File: config.mk
export PLATFORM = sky130hd
export DESIGN_NAME = hs_npu_result_writer
export DESIGN_NICKNAME = d
export VERILOG_FILES = /design/src/rtl/hs_npu_result_writer.sv
export SDC_FILE = /design/constraint.sdc
export NUM_CORES = 1
export LEC_CHECK = 0
export ABC_AREA = 1
export BUFFER_PORTS_ARGS = -buffer_cell sky130_fd_sc_hd__buf_2
export CORE_ASPECT_RATIO = 1.4
export CORE_MARGIN = 5
export CORE_UTILIZATION = 35
export CTS_CLUSTER_SIZE = 40
export DETAILED_ROUTE_END_ITERATION = 12
export SYNTH_ARGS = -nofsm -noshare
export SYNTH_HDL_FRONTEND = slang
export SYNTH_SLANG_ARGS = --single-unit
File: constraint.sdc
create_clock -name clk -period 2.5 [get_ports clk]
set_input_delay 0.375 -clock clk [delete_from_list [all_inputs] [get_ports clk]]
set_output_delay 0.375 -clock clk [all_outputs]
set_load 0.02 [all_outputs]
File: src/rtl/hs_npu_result_writer.sv
`timescale 1ns/1ps
`default_nettype none
// ============================================================================
//  Module      : hs_npu_result_writer
//  Description : Drains complete result rows from SIZE parallel output FIFOs
//                and writes each row to memory as BUS_WIDTH-wide beats at
//                consecutive byte addresses.
//  Revision    : 1.0 - initial release
// ============================================================================
module hs_npu_result_writer #(
    parameter int SIZE       = 8,
    parameter int DATA_WIDTH = 16,
    parameter int BUS_WIDTH  = 32
) (
    input  logic                         clk,
    input  logic                         rst_n,
    input  logic                         start,
    input  logic [31:0]                  base_addr,
    input  logic [31:0]                  num_rows,
    input  logic [SIZE*DATA_WIDTH-1:0]   row_data,
    input  logic [SIZE-1:0]              row_valid_i,
    output logic                         row_ready_o,
    output logic [31:0]                  mem_addr_o,
    output logic [BUS_WIDTH-1:0]         mem_data_o,
    output logic                         mem_valid_o,
    input  logic                         mem_ready_i,
    output logic                         busy_o,
    output logic                         done_o
);

    // Elements per beat, beats per row and byte step between beats
    localparam int c_EPB    = BUS_WIDTH / DATA_WIDTH;
    localparam int c_BPR    = (SIZE * DATA_WIDTH) / BUS_WIDTH;
    localparam int c_BEAT_W = (c_BPR > 1) ? $clog2(c_BPR) : 1;

    localparam logic [31:0]         c_STEP      = 32'(BUS_WIDTH / 8);
    localparam logic [c_BEAT_W-1:0] c_LAST_BEAT = c_BEAT_W'(c_BPR - 1);

    localparam logic [1:0] c_IDLE     = 2'd0;
    localparam logic [1:0] c_WAIT_ROW = 2'd1;
    localparam logic [1:0] c_WRITE    = 2'd2;
    localparam logic [1:0] c_DONE     = 2'd3;

    logic [1:0]                 r_state;
    logic [31:0]                r_addr;
    logic [c_BEAT_W-1:0]        r_beat;
    logic [31:0]                r_rows;
    logic [31:0]                r_num_rows;
    logic [SIZE*DATA_WIDTH-1:0] r_row;

    logic                       w_all_valid;
    logic [31:0]                w_rows_next;
    logic [BUS_WIDTH-1:0]       w_beat_data;

    assign w_all_valid = &row_valid_i;
    assign w_rows_next = r_rows + 32'd1;

    // Gather the EPB elements of the current beat, lowest index in the LSBs
    for (genvar e = 0; e < c_EPB; e++) begin : g_beat_elem
        assign w_beat_data[e*DATA_WIDTH +: DATA_WIDTH] =
            r_row[(int'(r_beat) * c_EPB + e) * DATA_WIDTH +: DATA_WIDTH];
    end

    // Pop only when the whole row is present; the row is captured on that edge
    assign row_ready_o = (r_state == c_WAIT_ROW) && w_all_valid;
    assign mem_valid_o = (r_state == c_WRITE);
    assign mem_addr_o  = r_addr;
    assign mem_data_o  = w_beat_data;
    assign busy_o      = (r_state != c_IDLE);
    assign done_o      = (r_state == c_DONE);

    // Job sequencing: accept start, pop rows, emit beats, count rows
    always_ff @(posedge clk) begin
        if (!rst_n) begin
            r_state    <= c_IDLE;
            r_addr     <= '0;
            r_beat     <= '0;
            r_rows     <= '0;
            r_num_rows <= '0;
            r_row      <= '0;
        end else begin
            case (r_state)
                c_IDLE: begin
                    if (start) begin
                        if (num_rows != 32'd0) begin
                            r_state    <= c_WAIT_ROW;
                            r_addr     <= base_addr;
                            r_rows     <= '0;
                            r_num_rows <= num_rows;
                        end else begin
                            r_state <= c_DONE;
                        end
                    end
                end
                c_WAIT_ROW: begin
                    if (w_all_valid) begin
                        r_row   <= row_data;
                        r_beat  <= '0;
                        r_state <= c_WRITE;
                    end
                end
                c_WRITE: begin
                    if (mem_ready_i) begin
                        r_addr <= r_addr + c_STEP;
                        if (r_beat == c_LAST_BEAT) begin
                            r_beat  <= '0;
                            r_rows  <= w_rows_next;
                            r_state <= (w_rows_next == r_num_rows) ? c_DONE : c_WAIT_ROW;
                        end else begin
                            r_beat <= r_beat + 1'b1;
                        end
                    end
                end
                c_DONE: begin
                    r_state <= c_IDLE;
                end
                default: begin
                    r_state <= c_IDLE;
                end
            endcase
        end
    end

endmodule
`default_nettype wire

== Yosys cells after proc, flatten, opt, wreduce, memory -nomap -nowiden ==
Index checks and enable logic that the tools add are counted.
Word-level totals
  input port bits: 204
  word-level logic and storage cells: 55
  output and inout port bits: 68
  flip-flop bits (word level): 228
Operators by class
  add/subtract/negate cells: 4
  multiplexer cells: 20
  reductions and logical operators: 13
  shifts and indexed selects: 2
  equal/unequal tests: 10
Operators with widths (number)
  $mux 32: 7
  $pmux 32 s2: 2
  $shiftx 128x8->16: 1
  $shiftx 128x9->16: 1
  $add 32x1->32 const B: 1
  $add 32x3->32 const B: 1
  $eq 32x32->1: 1
  $reduce_bool 32->1: 1
  $mux 2: 9
  $reduce_and 9->1: 1
  $pmux 2 s4: 1
  $reduce_and 4->1: 2
  $reduce_and 8->1: 1
  $eq 2x2->1 const B: 3
  $ne 2x2->1 const B: 3
  $reduce_and 3->1: 2
  $reduce_bool 2->1: 3
  $reduce_and 5->1: 1
  $add 3x1->4 const B: 1
  $ne 2x1->1 const B: 2
  $pmux 2 s2: 1
  $add 2x1->2 const B: 1
  $eq 2x1->1 const B: 1
  $logic_not 2->1: 1
  $logic_and 1x1->1: 1

== Longest topological paths before layout ==
  depth after elaboration: 6
  gate-level depth with buffers: 17
  gate-level depth less buffers: 17

== Least setup slack after synthesis ==
OpenSTA, ideal clock, no wires.
  path type: register -> register
  from: reg r_addr[2] (netlist: mem_addr_o[2])
  to: reg r_addr[24] (netlist: mem_addr_o[24])
  stages on the path, launching flop included: 12
  library setup time: 0.132 ns
  required time: 2.368 ns
  setup slack: 0.533 ns
  buffers on the path: 0
  clock period less this slack: 1.967 ns
  data arrival time: 1.835 ns
  cell sequence: dfxtp_1 > ha_1 > nand2_1 > nor2_1 > nand2_1 > nor2_2 > nand3_1 > nor2_2 > and3_1 > o21ai_0 > nand2_1 > a21oi_1
On the way
  word-level cells in the longest chain between the ends: 3
Ends and longest elaborated chain
  from (decl): RTL line 45  | logic [31:0] r_addr;
  from (signal assigned): RTL line 87  | r_addr <= base_addr;
  from (signal assigned): RTL line 104  | r_addr <= r_addr + c_STEP;
  $add 32x3->32: RTL line 104
  $mux 32: RTL line 103  | if (mem_ready_i) begin
  $pmux 32 s2: RTL line 82  | case (r_state)
No other way between the ends. The select of a mux whose other input is x is not followed.
A chain may end at the register's enable or synchronous reset.

== Worst setup path in the final report ==
  from: reg r_beat[1]
  to: out mem_data_o[31]
On the way
  word-level cells in the longest chain between the ends: 2
Ends and longest elaborated chain
  from (decl): RTL line 46  | logic [c_BEAT_W-1:0] r_beat;
  from (signal assigned): RTL line 110  | r_beat <= r_beat + 1'b1;
  $add 3x1->4: RTL line 61  | r_row[(int'(r_beat) * c_EPB + e) * DATA_WIDTH +: DATA_WIDTH];
  $shiftx 128x9->16: RTL line 61
  to (decl): RTL line 24  | output logic [BUS_WIDTH-1:0] mem_data_o,
No other way between the ends.

==> out/metrics.cfg <==
[outcome]
status = complete, no violations

[global_routing]
grt_pass1_vias = 12200
grt_usage_pct = 20.5
globalRouteOverflowTotal = 0
grt_pass1_wl_um = 61800
antenna_found_initial = 1
grt_max_degree = 98

[cts]
cts_setup_buffers = 0
htreeDepth = 1
cts_sinks = 228
clk_pin_slew_ns = 0.06
cts_resized = 0
cts_tree = done
holdBufCountCts = 0
worst_skew_pair.late_latency_ns = 0.53
clockBufferDepth = 3
cts_inserted_buffers = 25
clockRootBuffer = clkbuf_16

[placed_design]
dpl.hpwl_um = 27600
placedCellCount = 2404
port_buffers = 271
place_area_um2 = 13400
globalplace.congestion = 0.908

[sta]
skew_ns = 0.00748
hold_viol = 0
rsz0062_at_grt = false
max_freq_ghz = 0.441
setup_viol = 0
slew_headroom_pct = 60.4
min_period_over_period_pct = 90.7
finalSetupTns_ns = 0
maxSlewViolCount = 0
period_needed_ns = 2.27
tightest_slew_ns = 0.589

[worst_setup_path]
critical_path_class = reg2out
cp.arrival_ns = 1.89
path_max_fanout = 34
critPathCaptureType = output pin
reg2reg_slack_ns = 0.30
required_ns = 2.12
start_kind = flop

[floorplan]
die_y_um = 225
core_um2 = 32500
ios = 272
die_w_um = 163
start_util_pct = 35.5
num_rows = 78
die_area_um2 = 36700

[synth]
yosysTopAreaCell = dfxtp_1
synth_cell_types = 43
synth_area_leaders = dfxtp_1 40%, nor2_1 15%, o21ai_0 12%
synth_area_um2 = 11500
yosys.area.top_type_share_pct = 39.6
synth-edff-count = 0
synth-seq-cells = 228
yosys_warnings = 0
yosysMostFrequentCell = nor2_1
synth_ff_type = dfxtp_1
ys_seq_area_share_pct = 39.6
synthCells = 1765
synth_common_cells = 467 x nor2_1, 286 x o21ai_0, 240 x nand2_1
syn_nets = 1972
async_flop_share_pct = 0
synth.avg_cell_area_um2 = 6.53

[final_layout]
diodes = 0
final_cells = 2449
syn_to_final_growth_pct = 23.4
stdcell_area_um2 = 14200
drive_gt1_share_pct = 19.3
post-route-util_pct = 43.8
nets = 2198

[routing]
first_pass_iters = 5
drt-initial-drc-count = 770
route.detailed.drc = 0
vias_per_cell = 5.07
post_drt_wl_per_cell_um = 15.9
drtAntennaViolNets = 0
dr_total_vias = 12400
drt-total-wl_um = 39000

[hold_path]
min_path_type = in2reg

[pwr]
power.density_nw_per_um2 = 943
p_leak_nw = 6.43
finalPower_mw = 13.4
vdd_drop_max_v = 0.000472

[run]
drv_cap = 0

==> logic make-up after synthesis <==
| kind of cell | count (synthesis) | synth area share (%) |
|---|---|---|
| adder cells (fa/ha/maj) | 3 | 0.326 |
| flip-flops | 228 | 39.6 |
| buffers and inverters | 205 | 6.77 |
| AO/OA/AOI/OAI | 435 | 19.8 |
| AND/OR/NAND/NOR | 872 | 31.7 |
| XOR/XNOR | 22 | 1.79 |
==> final timing paths <==
| check | from | endpoint | depth (start not counted) |
|---|---|---|---|
| worst max register to register | r_rows[16] | r_state[1] | 13 |
| worst min-delay path | row_data[21] | r_row[21] | 3 |
| worst min register to register | r_num_rows[5] | r_num_rows[5] | 2 |
| worst max-delay path | r_beat[1] | mem_data_o[31] | 4 |
==> cell usage in the layout (no fill, tap or decap), types with 3 or more instances in the layout <==
cell | netlist | layout
nor2_1 | 467 | 466
o21ai_0 | 286 | 286
buf_2 | 9 | 270
nand2_1 | 240 | 240
dfxtp_1 | 228 | 227
inv_1 | 99 | 97
a21oi_1 | 90 | 90
nand3_1 | 85 | 85
o22ai_1 | 33 | 33
clkbuf_16 | 0 | 25
buf_4 | 0 | 19
nand4_1 | 16 | 16
xor2_1 | 15 | 15
nor3_1 | 10 | 10
buf_12 | 0 | 10
nor2_4 | 8 | 9
nand2_2 | 9 | 9
nor2_2 | 8 | 8
a211oi_1 | 8 | 8
nor4_1 | 7 | 7
clkbuf_8 | 0 | 7
clkinv_2 | 0 | 7
xnor2_1 | 6 | 6
o211ai_1 | 6 | 6
or2_2 | 5 | 5
inv_2 | 4 | 5
and2_1 | 4 | 4
a31oi_1 | 4 | 4
clkbuf_1 | 88 | 4
ha_1 | 3 | 3
==> report_power, final <==
group | switching [mW] | internal [mW]
Sequential | 0.798 | 4.28
Combinational | 3.00 | 1.59
Clock | 1.52 | 2.24
Total | 5.32 | 8.11
==> registers in the layout (all words and copies together), names as in the netlist <==
| signal | flops |
|---|---|
| mem_addr_o | 32 |
| r_num_rows | 32 |
| r_beat | 2 |
| r_row | 128 |
| r_state | 2 |
| r_rows | 32 |
==> area by class of cell <==
type | instances | area [um^2]
clock buffer | 36 | 737
clock inverter | 9 | 95.1
fill | 3500 | 18300
inverter | 105 | 397
multi-input combinational | 1332 | 6190
sequential | 228 | 4570
tap | 440 | 551
timing repair buffer | 299 | 1690
==> worst max-delay path: stages, from the launching register on <==
cell and delay, ns:
dfxtp_1 0.34, buf_4 0.38, o21ai_0 0.16, o22ai_1 0.27
buf_2 0.22
==> metrics by stage <==
step	hold WS, ns	setup slack [ns]
floorplan	0.436	0.533
global placement	0.457	0.184
detailed placement	0.466	0.127
CTS	0.0399	0.186
global route	0.0595	0.0575
finish	0.0689	0.233
==> routing by layer <==
layer  global-route usage, %  wire length (um)  part of all wire (%)  vias to the layer above
li1                        -                 -                     -                     6254
met2                    35.5             19100                    49                      361
met4                    9.50              1800                   4.6                        2
met1                    24.4             15700                    40                     5699
met5                       0                11                 0.028                        -
met3                    3.94              2390                   6.1                       99
No activity file was read; power rests on OpenSTA's default activity.
